`src/rtl/float_pkg.sv`:
```
// Shared single-precision field constants and addsub state encoding.
// Also consumed by float_mul.
package float_pkg;

    localparam int EXP_W   = 8;
    localparam int MANT_W  = 23;
    localparam int BIAS    = 127;
    localparam int EXP_MAX = 255;

    localparam logic [31:0] POS_ZERO = 32'h0000_0000;
    localparam logic [31:0] POS_INF  = 32'h7F80_0000;

    localparam logic [2:0] ST_IDLE   = 3'd0;
    localparam logic [2:0] ST_ALIGN  = 3'd1;
    localparam logic [2:0] ST_ADD    = 3'd2;
    localparam logic [2:0] ST_NORM   = 3'd3;
    localparam logic [2:0] ST_ROUND  = 3'd4;
    localparam logic [2:0] ST_FINISH = 3'd5;

    typedef enum logic [2:0] {
        IDLE   = ST_IDLE,
        ALIGN  = ST_ALIGN,
        ADD    = ST_ADD,
        NORM   = ST_NORM,
        ROUND  = ST_ROUND,
        FINISH = ST_FINISH
    } state_t;

endpackage

```
`src/rtl/float_addsub_lzc24.sv`:
```
// Combinational 24-bit leading-zero counter; all-zero input yields 24.
module lzc24 (
    input  logic [23:0] val,
    output logic [4:0]  count
);

    always_comb begin
        count = 5'd24;
        for (int i = 0; i < 24; i++) begin
            if (val[i]) count = 5'(23 - i);
        end
    end

endmodule

```
`src/rtl/float_addsub.sv`:
```
// Multi-cycle single-precision adder/subtractor with start/ready handshake.
module float_addsub
    import float_pkg::*;
(
    input  logic        clk,
    input  logic        rst,
    input  logic        start,
    input  logic        op,
    input  logic [31:0] float_in_1,
    input  logic [31:0] float_in_2,
    output logic [31:0] float_out,
    output logic        ready
);

    localparam logic signed [9:0] EXP_SAT = 10'(EXP_MAX);

    state_t             state;
    logic [31:0]        reg_a;
    logic [31:0]        reg_b;
    logic               res_sign;
    logic               eff_sub;
    logic signed [9:0]  res_exp;
    logic [24:0]        sig_a;
    logic [24:0]        sig_b;
    logic [25:0]        sig;

    logic [EXP_W-1:0]   ea, eb, big_e, small_e, d;
    logic [MANT_W-1:0]  ma, mb, big_m, small_m;
    logic               big_s, small_s, swap;
    logic [24:0]        small_sig, shifted;
    logic [4:0]         lz;
    logic signed [9:0]  norm_exp;

    // Zero exponent means exact zero: mantissa is flushed before compare.
    assign ea = reg_a[30:23];
    assign eb = reg_b[30:23];
    assign ma = (ea == '0) ? '0 : reg_a[22:0];
    assign mb = (eb == '0) ? '0 : reg_b[22:0];

    assign swap    = {eb, mb} > {ea, ma};
    assign big_e   = swap ? eb : ea;
    assign big_m   = swap ? mb : ma;
    assign big_s   = swap ? reg_b[31] : reg_a[31];
    assign small_e = swap ? ea : eb;
    assign small_m = swap ? ma : mb;
    assign small_s = swap ? reg_a[31] : reg_b[31];

    assign d         = big_e - small_e;
    assign small_sig = {small_e != '0, small_m, 1'b0};
    assign shifted   = (d >= 8'd25) ? '0 : (small_sig >> d);

    lzc24 u_lzc (
        .val   (sig[24:1]),
        .count (lz)
    );

    assign norm_exp = res_exp - $signed({5'd0, lz});

    always_ff @(posedge clk) begin
        if (rst) begin
            state     <= IDLE;
            float_out <= POS_ZERO;
            ready     <= 1'b0;
            reg_a     <= '0;
            reg_b     <= '0;
            res_sign  <= 1'b0;
            eff_sub   <= 1'b0;
            res_exp   <= '0;
            sig_a     <= '0;
            sig_b     <= '0;
            sig       <= '0;
        end else begin
            ready <= 1'b0;
            unique case (state)
                IDLE: begin
                    if (start) begin
                        reg_a <= float_in_1;
                        reg_b <= {float_in_2[31] ^ op, float_in_2[30:0]};
                        state <= ALIGN;
                    end
                end
                ALIGN: begin
                    res_sign <= big_s;
                    eff_sub  <= big_s ^ small_s;
                    res_exp  <= {2'b00, big_e};
                    sig_a    <= {big_e != '0, big_m, 1'b0};
                    sig_b    <= shifted;
                    state    <= ADD;
                end
                ADD: begin
                    sig   <= eff_sub ? ({1'b0, sig_a} - {1'b0, sig_b})
                                     : ({1'b0, sig_a} + {1'b0, sig_b});
                    state <= NORM;
                end
                NORM: begin
                    if (sig == '0) begin
                        res_sign <= 1'b0;
                        res_exp  <= '0;
                    end else if (sig[25]) begin
                        sig     <= sig >> 1;
                        res_exp <= res_exp + 10'sd1;
                    end else if (norm_exp < 10'sd1) begin
                        res_exp <= '0;
                        sig     <= '0;
                    end else begin
                        sig     <= sig << lz;
                        res_exp <= norm_exp;
                    end
                    state <= ROUND;
                end
                ROUND: begin
                    if (sig[0]) begin
                        sig[0] <= 1'b0;
                        if (&sig[23:1]) begin
                            sig[23:1] <= '0;
                            res_exp   <= res_exp + 10'sd1;
                        end else begin
                            sig[23:1] <= sig[23:1] + 23'd1;
                        end
                    end
                    state <= FINISH;
                end
                FINISH: begin
                    if (res_exp >= EXP_SAT)
                        float_out <= {res_sign, POS_INF[30:0]};
                    else
                        float_out <= {res_sign, res_exp[7:0], sig[23:1]};
                    ready <= 1'b1;
                    state <= IDLE;
                end
                default: state <= IDLE;
            endcase
        end
    end

endmodule

```
`config.mk`:
```
export PLATFORM = sky130hd
export DESIGN_NAME = float_addsub
export DESIGN_NICKNAME = d
export VERILOG_FILES = /design/src/rtl/float_pkg.sv /design/src/rtl/float_addsub_lzc24.sv /design/src/rtl/float_addsub.sv
export SDC_FILE = /design/constraint.sdc
export NUM_CORES = 1
export LEC_CHECK = 0
export BUFFER_PORTS_ARGS = -buffer_cell sky130_fd_sc_hd__buf_2
export CORE_ASPECT_RATIO = 0.9
export CORE_MARGIN = 2
export CORE_UTILIZATION = 62
export CTS_BUF_LIST = sky130_fd_sc_hd__clkbuf_8
export CTS_CLUSTER_DIAMETER = 200
export DETAILED_ROUTE_END_ITERATION = 7
export PLACE_DENSITY_LB_ADDON = 0.3
export SLEW_MARGIN = 20
export SYNTH_ARGS = -nofsm -noshare
export SYNTH_HDL_FRONTEND = slang
export SYNTH_HIERARCHICAL = 1
export SYNTH_SLANG_ARGS = --single-unit
```
`constraint.sdc`:
```
create_clock -name clk -period 12 [get_ports clk]
set_clock_uncertainty 0.1 [all_clocks]
set_input_delay 2.4 -clock clk [delete_from_list [all_inputs] [get_ports clk]]
set_output_delay 2.4 -clock clk [all_outputs]
set_load 0.03 [all_outputs]
```
Yosys cells after proc, flatten, opt, wreduce, memory -nomap -nowiden:

Index checks and enable logic that the tools add are counted.

* $add $sub $neg: 6
* $lt $le $gt $ge: 4
* eq/ne operators: 10
* shifts and indexed selects: 2
* muxes and demuxes: 53
* bitwise operators: 2
* reductions and logical operators: 17

Operators with widths (number)
* two-way mux 23 bit: 5
* two-way mux 26 bit: 4
* two-way mux 5 bit: 16
* one-hot mux 24 bit (3 select lines): 1
* two-way mux 10 bit: 5
* two-way mux 4 bit: 8
* > comparator 31 bit: 1
* two-way mux 31 bit: 1
* one-hot mux 10 bit (3 select lines): 1
* adder 25 x 25 -> 26 bit: 1
* zero test 26 bit: 1
* << shifter 26 x 5 -> 26 bit: 1
* subtractor 25 x 25 -> 26 bit: 1
* two-way mux 25 bit: 1
* right shift 25 x 8 -> 25 bit: 1
* two-way mux 24 bit: 1
* adder 23 x 1 -> 23 bit, second input constant: 1
* AND reduction 23 bit: 1
* zero test 8 bit: 2
* two-way mux 8 bit: 2
* nonzero test 8 bit: 2
* one-hot mux 3 bit (5 select lines): 1
* adder 10 x 2 -> 10 bit, second input constant: 1
* >= comparator 10 x 9 -> 1 bit, second input constant: 1
* 18 further kinds: 34

* flip-flop bits (word level): 187
* input port bits: 68
* output and inout port bits: 33
* word-level logic and storage cells: 107

Longest topological paths before layout:

* depth after elaboration: 30
* depth in mapped cells: 29

Modules after synthesis:

The synthesis kept the hierarchy.

By module, submodules not included
* float_addsub: times used 1, cells an instance 1988, area an instance 14655.3 µm², seq. area each 3743.6 µm²
* lzc24: times used 1, cells an instance 48, area an instance 265.3 µm², seq. area each 0.0 µm²

Least setup slack after synthesis:

Ideal clock, no wire load.

* path kind: register -> register
* start point: register reg_b[23]
* end point: register sig_b[0]
* arrival: 5784 ps
* data required time: 11776 ps
* path slack: 5992 ps
* stages on the path, launching flop included: 27
* path buffers: 6
* period minus slack after synthesis: 6008 ps
* path through: dfxtp_1 > nor4_1 > nand2_1 > clkbuf_1 > nand2_1 > inv_1 > ha_1 > nand4_1 > nor4_2 > nand2b_1 > a21oi_1 > a21o_1 > buf_6 > buf_2 > clkbuf_1 > buf_1 > nor2_1 > nor2_1 > ha_1 > clkinv_1 > clkbuf_1 > mux4_2 > nor2_1 > a21oi_1 > mux4_2 > mux2i_1 > o21ai_0

* word-level cells in the longest chain between the ends: 7

RTL lines
* start, declared: RTL line float_addsub.sv:19 `logic [31:0] reg_b;`
* start signal, assigned: RTL line float_addsub.sv:78 `reg_b <= {float_in_2[31] ^ op, float_in_2[30:0]};`
* zero test 8 bit: RTL line float_addsub.sv:38 `assign mb = (eb == '0) ? '0 : reg_b[22:0];`
* two-way mux 23 bit: RTL line float_addsub.sv:38
* > comparator 31 bit: RTL line float_addsub.sv:40 `assign swap = {eb, mb} > {ea, ma};`
* two-way mux 8 bit (on tied branches): RTL line float_addsub.sv:41, float_addsub.sv:44
* subtractor 8 bit or nonzero test 8 bit (tied branches): RTL line float_addsub.sv:48, float_addsub.sv:49
* right shift 25 x 8 -> 25 bit or >= comparator 8 x 5 -> 1 bit (tied branches): RTL line float_addsub.sv:50 `assign shifted = (d >= 8'd25) ? '0 : (small_sig >> d);`
* two-way mux 25 bit *: RTL line float_addsub.sv:50
* end signal, assigned: RTL line float_addsub.sv:87 `sig_b <= shifted;`
* end, declared: RTL line float_addsub.sv:24 `logic [24:0] sig_b;`

Every way passes the cells marked *; elsewhere a longest branch is shown, timed or not.
A chain may end at the register's enable or synchronous reset.

Worst setup path after layout:

* start point: register reg_b[26]
* end point: register sig_b[5]

Same word-level chain as after synthesis.

==> results.toml <==
[status]
run_status = "finished with violations"
failed_checks = "DRC"

[cells_and_area]
finalNonFillerCells = 2344
drive_gt1_share_pct = 11.90
multi_input_comb_area_sq_um = 10260
area_growth_syn_to_layout_pct = 6.298
layout_common_cells = "nand2_1 (296), nor2_1 (221), a21oi_1 (218), dfxtp_1 (187), o21ai_0 (115)"
final.fill_count = 2085
area_taken_by_flip_flops_and_latches_sq_um = 3744
most_frequent_standard_cell_in_the_layout_excluding_fill_and_tap_cells = "nand2_1"
final_nets = 2188
postLayoutCellArea_sq_um = 15860
antenna-diode-count = 0

[sta]
slew_headroom_pct = 29.67
final.hold.worst_slack_ns = 0.3556
period_utilization_post_route_pct = 61.95
hold_viol = 0
clock.fmax_mhz = 134.5
slew_worst_pin_ns = 1.055
slew_viol_final = 0
fin_tns_setup_ns = 0
timing.final.setup_violations = 0
rsz0062_at_grt = "false"
fin_crit_ns = 7.434
final_critical_path_setup_slack_ns = 4.566

[worst_setup_path]
critPathArrivalTime_ns = 7.77
slowest_stage_cell_crit_path = "mux4_2"
crit_fanout = 63
crit_chain = "nor4_1, nand2_1, and2_1, ha_1, nand4_1, nor4_1, nand2_1, a21o_2, buf_4, nor2_1, nor2_1, ha_1, clkinv_1, mux4_2, mux2i_1, nor2_1, a211oi_1, a21oi_1, nor2_1, a221o_1"
critical_path.most_common_cell = "nor2_1"
critical_path_required_ns = 12.34
critPathLaunchType = "flip-flop"
path_class = "reg2reg"
path_delay_family = "simple AND/OR/NAND/NOR gates"
endpoint_kind = "flip-flop"
max_stage_delay_ns = 0.84
cp_num_buf_inv = 2

[yosys]
synth_simple_gate_area_share_pct = 21.58
synth_seq_cells = 187
synth.net_count = 2195
yosys.area_share.xor_xnor_pct = 3.094
ys_async_sr_fraction_pct = 0
post_synth_edffs = 0
top_cells_by_area_in_the_synthesized_netlist = "dfxtp_1 (25%), nand2_1 (7.4%), ha_1 (7.4%)"
syn-cell-area_sq_um = 14920
synth_cells = 2036
yosysWarningCount = 6
synth.area.mux_share_pct = 10.03
synthAdderAreaFrac_pct = 7.782
synth.avg_cell_area_sq_um = 7.328
synth_top_family_by_area = "compound AO/OA/AOI/OAI gates"
synth_top_cell_area_share_pct = 25.09
synth_compound_area_share_pct = 25.85
synth_sequential_area_ratio_pct = 25.09
ys_dominant_reg_cell = "dfxtp_1"
synthDistinctLibCells = 83
netlist.top_cell.by_area = "dfxtp_1"

[floorplan]
fp.dieH_microns = 151.2
core-area_sq_um = 23480
placement_rows = 53
initial_core_utilization_pct = 63.56
chipWidth_microns = 167.5
ioPinCount = 101
floorplan.die_area_sq_um = 25320

[clock_tree]
cts_buffers = 17
clock_sink_count = 187
cts_clock_pin_slew_for_the_worst_setup_and_hold_paths_ns = 0.12
clk_path_buf_depth = 2
tritoncts = "done"
insertion_delay_ns = 0.50
cts.root.buffer_cell = "clkbuf_8"
ctsHtreeMaxLevel = 4
post_cts.repair.setup_buffers = 0
post_cts_hold_buffer_count = 0
postCtsResizedCells = 0

[flow_run]
maxCapViolations = 0

[placement]
finalWeightedCongestion = 0.9957
place.port_buffers = 100
dpl.hpwl_microns = 32630
place_worst_setup_slack_ns = 4.723
dp.cells = 2312
detailed_place.area_sq_um = 15440

[route]
drt_iter0_drc = 1674
ant_nets = 0
drt-total-wl_microns = 44240
wl_per_cell_microns = 18.87
remaining_drc_errors = 1
dr_total_vias = 15200
via_density = 6.483
drt_pre_antenna_iters = 8

[grt]
track_usage_pct = 34.55
grt_overflow_total = 0
first_pass_grt_wire_length_microns = 70990
largest_net_degree_at_the_start_of_global_routing = 90
number_of_antenna_violations_at_the_first_check_in_global_routing = 0
first_global_vias = 13630

[hold_path]
hp-class = "reg2reg"

[pwr]
leakage_power_nw = 6.565
vdd_ir_drop_max_mv = 0.09425
p_per_area_nw_per_um2 = 172.1
[kinds of logic (layout without fill, tap and decap cells)]
family / after synthesis / count (layout)
and+or+nand+nor: 722 / 722
AOI/OAI and AO/OA: 611 / 611
buffers and inverters: 255 / 261
DFF: 187 / 187
muxes: 119 / 119
adders and majority gates: 91 / 91
xor gates and xnor gates: 51 / 51
[flip-flops by register name, indices dropped and copies added (netlist names)]
signal,flops
res_exp,10
sig_a,24
ready,1
state,3
reg_b,32
sig,26
res_sign,1
eff_sub,1
reg_a,32
sig_b,25
float_out,32
[synthesized netlist by cell type (6+ instances only)]
library cell  number
nand4_1           15
a22oi_1           52
buf_2             10
nor2_1           221
nand2_1          296
mux2_2            26
nand2b_1          14
a221o_1            7
xnor2_1           30
o31ai_1           11
o221a_2            7
clkbuf_1         122
a211oi_1          37
buf_1             15
nor3_1            43
o21ai_0          115
nor2b_1           20
a31oi_1           16
dfxtp_1          187
o22ai_1           25
o21a_1             9
a21oi_1          219
ha_1              88
and3_1            17
nor4_1            19
and2_1            12
a22o_1             9
a21o_1            12
nand3b_1           7
mux4_2            21
o221ai_1          10
o21bai_1          10
o32ai_1            6
o211ai_1          18
xor2_1            19
nand3_1           24
mux2i_1           70
inv_1            101
[cell type report]
class	instances	area share, %
clock buffer	17	1.475
multi-input combinational	1594	64.67
clock inverter	15	1.104
timing repair buffer	123	4.260
tap	302	2.382
inverter	106	2.509
sequential	187	23.60
[worst min-delay path, stage by stage, from the launching register on]
cell and delay [ns]:
dfxtp_1 0.34, nand2_1 0.06, a21oi_1 0.05
[final timing paths]
path | startpoint | end | slack, ns | depth (start not counted)
worst max-delay path | reg_b[26] | sig_b[5] | 4.57 | 20
worst min-delay path | res_sign | float_out[31] | 0.36 | 2
worst max register to register | reg_b[26] | sig_b[5] | 4.57 | 20
worst min register to register | res_sign | float_out[31] | 0.36 | 2
[layer usage]
| layer | vias to the layer above | track usage [%] | share of wire (%) |
|---|---|---|---|
| li1 | 7259 | - | - |
| met1 | 7058 | 49.40 | 45 |
| met2 | 789 | 53.17 | 43 |
| met3 | 91 | 6.454 | 10 |
| met4 | 0 | 10.17 | 2.5 |
| met5 | - | 0 | 0 |
[report_power, final]
group | total [mW] | switching (mW) | internal [mW]
logic | 1.54 | 0.973 | 0.563
clock network | 0.456 | 0.279 | 0.177
registers | 0.737 | 0.0725 | 0.665
[per-stage QoR]
step | utilization [%] | power [mW]
floorplan | - | 1.893
global placement | 65.77 | 2.207
detailed placement | 65.77 | 2.228
CTS | 67.51 | 2.682
global route | 67.56 | 2.886
finish | 67.56 | 2.730
Power figures use the tool's default switching activity.
